<file path="config.mk">
export PLATFORM = sky130hd
export DESIGN_NAME = pipeline_stall_controller
export DESIGN_NICKNAME = d
export VERILOG_FILES = /design/src/rtl/pipeline_stall_controller_pkg.sv /design/src/rtl/sat_counter.sv /design/src/rtl/pipeline_stall_controller.sv
export SDC_FILE = /design/constraint.sdc
export NUM_CORES = 1
export LEC_CHECK = 0
export ABC_AREA = 1
export BUFFER_PORTS_ARGS = -buffer_cell sky130_fd_sc_hd__clkbuf_2
export CAP_MARGIN = 20
export CORE_ASPECT_RATIO = 1.25
export CORE_MARGIN = 2
export CORE_UTILIZATION = 45
export DETAILED_ROUTE_END_ITERATION = 16
export PLACE_DENSITY = 0.66
export REMOVE_ABC_BUFFERS = 1
export SYNTH_ARGS = -nofsm -noshare
export SYNTH_HDL_FRONTEND = slang
export SYNTH_HIERARCHICAL = 1
export SYNTH_SLANG_ARGS = --single-unit
</file>
<file path="constraint.sdc">
create_clock -name clk -period 1.8 [get_ports clk]
set_input_delay 0.09 -clock clk [delete_from_list [all_inputs] [get_ports clk]]
set_output_delay 0.09 -clock clk [all_outputs]
set_load 0.03 [all_outputs]
</file>
<file path="src/rtl/pipeline_stall_controller_pkg.sv">
// Shared encodings and defaults for the pipeline freeze/flush sequencer.
package pipeline_stall_controller_pkg;

  localparam int unsigned FLUSH_CYCLES_DEF = 1;
  localparam int unsigned CNT_WIDTH_DEF    = 16;
  localparam int unsigned FCNT_W           = 3;

  typedef enum logic [1:0] {
    ST_RUN      = 2'd0,
    ST_MEM_WAIT = 2'd1,
    ST_FLUSH    = 2'd2,
    ST_ILLEGAL  = 2'd3
  } state_e;

  typedef struct packed {
    logic pc_freeze;
    logic if_id_freeze;
    logic if_id_flush;
    logic id_exe_flush;
    logic back_freeze;
  } ctrl_t;

endpackage

</file>
<file path="src/rtl/sat_counter.sv">
// Saturating up-counter with synchronous active-low clear.
module sat_counter #(
  parameter int unsigned WIDTH = 16
) (
  input  logic             clk,
  input  logic             rst,
  input  logic             inc,
  output logic [WIDTH-1:0] count
);

  logic [WIDTH-1:0] count_q;

  always_ff @(posedge clk) begin
    if (!rst) begin
      count_q <= '0;
    end else if (inc && (count_q != '1)) begin
      count_q <= count_q + WIDTH'(1);
    end
  end

  assign count = count_q;

endmodule

</file>
<file path="src/rtl/pipeline_stall_controller.sv">
// Freeze/flush sequencer: merges hazard, branch and memory-wait into per-stage control.
module pipeline_stall_controller
  import pipeline_stall_controller_pkg::*;
#(
  parameter int unsigned FLUSH_CYCLES = FLUSH_CYCLES_DEF,
  parameter int unsigned CNT_WIDTH    = CNT_WIDTH_DEF
) (
  input  logic                 clk,
  input  logic                 rst,
  input  logic                 hazard_detected,
  input  logic                 branch_taken,
  input  logic                 mem_req,
  input  logic                 mem_ready,
  output logic                 pc_freeze,
  output logic                 if_id_freeze,
  output logic                 if_id_flush,
  output logic                 id_exe_flush,
  output logic                 back_freeze,
  output logic [CNT_WIDTH-1:0] stall_count,
  output logic [CNT_WIDTH-1:0] flush_count,
  output logic [1:0]           state_dbg
);

  localparam logic [FCNT_W-1:0] FLUSH_RELOAD = FCNT_W'(FLUSH_CYCLES - 1);
  localparam bit                MULTI_FLUSH  = (FLUSH_CYCLES > 1);

  state_e            state_q, state_d;
  logic [FCNT_W-1:0] fcnt_q, fcnt_d;
  ctrl_t             ctrl_d, ctrl_o;
  logic              mem_stall;

  assign mem_stall = mem_req && !mem_ready;

  always_ff @(posedge clk) begin
    if (!rst) begin
      state_q <= ST_RUN;
      fcnt_q  <= '0;
    end else begin
      state_q <= state_d;
      fcnt_q  <= fcnt_d;
    end
  end

  // Next state and Mealy control; RUN and the MEM_WAIT release share the same rules.
  always_comb begin
    ctrl_d  = '0;
    state_d = state_q;
    fcnt_d  = fcnt_q;
    case (state_q)
      ST_RUN, ST_MEM_WAIT: begin
        if (mem_stall) begin
          ctrl_d.pc_freeze    = 1'b1;
          ctrl_d.if_id_freeze = 1'b1;
          ctrl_d.back_freeze  = 1'b1;
          state_d             = ST_MEM_WAIT;
        end else if (branch_taken) begin
          ctrl_d.if_id_flush  = 1'b1;
          ctrl_d.id_exe_flush = 1'b1;
          if (MULTI_FLUSH) begin
            fcnt_d  = FLUSH_RELOAD;
            state_d = ST_FLUSH;
          end else begin
            state_d = ST_RUN;
          end
        end else begin
          state_d = ST_RUN;
          if (hazard_detected) begin
            ctrl_d.pc_freeze    = 1'b1;
            ctrl_d.if_id_freeze = 1'b1;
            ctrl_d.id_exe_flush = 1'b1;
          end
        end
      end
      ST_FLUSH: begin
        if (mem_stall) begin
          ctrl_d.pc_freeze    = 1'b1;
          ctrl_d.if_id_freeze = 1'b1;
          ctrl_d.back_freeze  = 1'b1;
        end else if (branch_taken) begin
          ctrl_d.if_id_flush  = 1'b1;
          ctrl_d.id_exe_flush = 1'b1;
          fcnt_d              = FLUSH_RELOAD;
          state_d             = MULTI_FLUSH ? ST_FLUSH : ST_RUN;
        end else begin
          ctrl_d.if_id_flush = 1'b1;
          fcnt_d             = fcnt_q - FCNT_W'(1);
          if (fcnt_q == FCNT_W'(1)) begin
            state_d = ST_RUN;
          end
        end
      end
      default: begin
        state_d = ST_RUN;
        fcnt_d  = '0;
      end
    endcase
  end

  assign ctrl_o       = rst ? ctrl_d : '0;
  assign pc_freeze    = ctrl_o.pc_freeze;
  assign if_id_freeze = ctrl_o.if_id_freeze;
  assign if_id_flush  = ctrl_o.if_id_flush;
  assign id_exe_flush = ctrl_o.id_exe_flush;
  assign back_freeze  = ctrl_o.back_freeze;
  assign state_dbg    = state_q;

  sat_counter #(.WIDTH(CNT_WIDTH)) u_stall_cnt (
    .clk   (clk),
    .rst   (rst),
    .inc   (ctrl_o.pc_freeze),
    .count (stall_count)
  );

  sat_counter #(.WIDTH(CNT_WIDTH)) u_flush_cnt (
    .clk   (clk),
    .rst   (rst),
    .inc   (ctrl_o.if_id_flush),
    .count (flush_count)
  );

endmodule
</file>
==> results list <==
- Clock skew on the completed layout was measured at 0.004238 ns.
* H-tree lvl count: 2
- The clock reaches the later pin of the worst-skew pair after 0.28 ns.
- In the final timing run, aggregate negative setup slack is 0 ns.
- EDFF count, synth: 0
* Clock sink count: 33
* I/O pins: 45
- By startpoint and endpoint, the worst setup path is classified as flip-flop to flip-flop.
- Required time at the worst-slack endpoint: 2.02 ns
- The number of different library cells used by synthesis comes to 20.
- Routed vias/inst: 4.856
* Main synth FF type: sky130_fd_sc_hd__dfxtp_1
- Fill cells in the final layout number 475.
* Max Transition Viols Final: 0
* FP Rows: 27
- The first global-routing pass estimated 7.872 mm of wire.
* Total CTS buffers: 5
- Initial drt markers: 117
* Post-layout power: 1410 uW
- Core area: 0.004425 mm2
- Synthesis handed over a netlist of 314 instances.
- Worst supply voltage drop on vdd: 310.6 uV
* Critical Path End Type: flip-flop
* Unrepaired setup endpoints after global routing: false
* Result of the run: finished, final reports clean
- Worst-path maximum fanout: 7
* Portion of synthesized cell area occupied by the leading cell type: 0.3179
- Root buffer cell: sky130_fd_sc_hd__clkbuf_8
* CTS-repair resized insts: 0
- Layout cells sized above 1: 0.2507
- Wirelength, routed: 4.488 mm
* Final hold vios: 0
- In the finished design, the share of the clock period the worst path needs comes to 0.8303.
- Via count of the routed design: 2025
- The first detailed-routing pass ran for 5 iterations.
- Layout Area Growth over Synthesis: 13.73%
- After synthesis, the mean cell area works out to 6.619 um2.
* Final setup violating endpoints: 0
- The clock period could shrink to 1.495 ns.
* Cell type contributing the most total cell area after synthesis: sky130_fd_sc_hd__dfxtp_1
- Flip-flop and latch count after synthesis: 33
* Total global-route track usage: 0.1933
- Vias in the first global route: 1888
- Area of the die: 0.005182 mm2
* Power per unit of standard cell area: 596.7 mW/mm2
- Post-CTS setup buffer count: 0
- Dominant cell by count in the synthesized netlist: sky130_fd_sc_hd__nand2_1
- Number of nets at the end of the flow: 366
- Maximum achievable frequency: 0.6691 GHz
- Startpoint type of the worst setup path: flip-flop
- Buffers from clock root to sink, at most: 2
- Measured along the x axis, the die boundary spans 64.79 um.
* Overflow left after global routing: 0
- For this run, the number of Yosys warnings is 6.
* Min-delay worst type: input pin to flip-flop
- Number of buffers inserted by port buffering: 43
- Hold repair after CTS inserted 0 buffers.
- Final cell utilization of the core: 0.5341
- Post-route DRC violation count: 0
- After synthesis, the share of flip-flops with an asynchronous set or reset is 0.
- TritonCTS built the clock tree.
* Max-cap violations: 0
- Clock slew at reported path FFs: 0.06 ns
- The initial antenna violation count came to 0.
- Pin count of the biggest net entering global routing: 33
- By count the netlist is led by sky130_fd_sc_hd__nand2_1, sky130_fd_sc_hd__nor2_1, sky130_fd_sc_hd__dfxtp_1.
- Vertical die dimension: 79.98 um
- For this run, the register share of the synthesized area comes to 0.3179.
- Leak pwr: 0.001120 uW
* Post-Syn Area: 0.002078 mm2
* Weighted congestion reported at the end of routability-driven placement: 0.8710
- Starting density of the core: 0.4696
- In the final routed layout, each cell accounts on average for 10.76 um.
- The repair_antennas step left the layout with diodes totalling 0.
- Summed over all nets, the half-perimeter wirelength after detailed placement is 3.421 mm.
- Final antenna-violating net count: 0
* Arrival time at the worst endpoint: 1.72 ns
* Area contributors post-synth: sky130_fd_sc_hd__dfxtp_1, sky130_fd_sc_hd__nand2_1, sky130_fd_sc_hd__nor2_1, sky130_fd_sc_hd__nand3_1, sky130_fd_sc_hd__nor2_4
==> layer usage <==
layer  global-route usage  wire [um]  up-vias
li1                     -          -     1061
met1               0.2085       1828      909
met2               0.3495       2310       43
met3              0.04654        232       12
met4              0.09149        116        0
met5                    0          0        -
==> power breakdown <==
group / switching, uW / internal (uW) / total, uW
combinational: 86.9 / 37.2 / 124
clock: 265 / 275 / 540
sequential: 8.32 / 738 / 746
==> worst max-delay path: stages (launching register included) <==
cell and delay [ns]:
sky130_fd_sc_hd__dfxtp_1 0.41, sky130_fd_sc_hd__ha_1 0.21, sky130_fd_sc_hd__inv_1 0.07, sky130_fd_sc_hd__nor2_4 0.18, sky130_fd_sc_hd__nand2_4 0.09, sky130_fd_sc_hd__nor2_8 0.21
sky130_fd_sc_hd__nor2_2 0.07, sky130_fd_sc_hd__nand2_1 0.06, sky130_fd_sc_hd__nand2_1 0.04, sky130_fd_sc_hd__nor2_1 0.08
==> registers in the layout, summed over array words and instances (netlist names) <==
name,flops
state_dbg,1
u_flush_cnt/count,16
u_stall_cnt/count,16
==> per-stage QoR <==
| step | cells | area, um2 | hold slack (ns) | worst slack [ns] |
|---|---|---|---|---|
| finish | 417 | 2364 | 0.1161 | 0.3054 |
| global route | 417 | 2364 | 0.1474 | 0.1446 |
| CTS | 417 | 2364 | 0.1121 | 0.3141 |
| detailed placement | 409 | 2283 | 0.4120 | 0.3315 |
| global placement | 409 | 2283 | 0.3984 | 0.3420 |
| floorplan | 306 | 1981 | 0.2104 | 0.1331 |
==> area by class of cell <==
cell class / count / area [um2] / area share
clock buffer: 8 / 80.08 / 0.03388
inverter: 22 / 82.58 / 0.03494
multi-input combinational: 251 / 1237 / 0.5236
sequential: 33 / 660.6 / 0.2795
tap: 58 / 72.57 / 0.03070
timing repair buffer: 45 / 230.2 / 0.09741
==> cells in the final DEF (no fill, tap or decap) <==
cell / count
sky130_fd_sc_hd__nand2_1: 87
sky130_fd_sc_hd__nor2_1: 73
sky130_fd_sc_hd__clkbuf_2: 43
sky130_fd_sc_hd__dfxtp_1: 33
sky130_fd_sc_hd__nand3_1: 26
sky130_fd_sc_hd__inv_1: 22
sky130_fd_sc_hd__a21oi_1: 14
sky130_fd_sc_hd__nor2_2: 14
sky130_fd_sc_hd__nor2_4: 10
sky130_fd_sc_hd__nand2_2: 8
sky130_fd_sc_hd__clkbuf_8: 5
sky130_fd_sc_hd__nand4_1: 4
sky130_fd_sc_hd__nand2_4: 4
sky130_fd_sc_hd__clkbuf_1: 3
sky130_fd_sc_hd__buf_4: 2
sky130_fd_sc_hd__nor2_8: 2
sky130_fd_sc_hd__nand4_2: 2
sky130_fd_sc_hd__or2_0: 2
sky130_fd_sc_hd__nor3_1: 2
sky130_fd_sc_hd__ha_1: 2
sky130_fd_sc_hd__conb_1: 1
==> final timing paths <==
path | depth (start not counted) | endpoint | slack, ns | start
hold / removal | 3 | state_dbg[0] | 0.12 | mem_req
setup / recovery | 9 | u_stall_cnt/count[2] | 0.31 | u_stall_cnt/count[0]
setup reg to reg | 9 | u_stall_cnt/count[2] | 0.31 | u_stall_cnt/count[0]
hold reg to reg | 2 | u_flush_cnt/count[1] | 0.52 | u_flush_cnt/count[1]
==> cell families after synthesis <==
logic type / after synthesis / synth area share
buf+inv: 30 / 0.08670
other cells: 1 / 0.001804
simple gates: 234 / 0.5479
fa+ha+maj: 2 / 0.01204
compound gates: 14 / 0.03372
flops: 33 / 0.3179
Power figures use the tool's default switching activity.
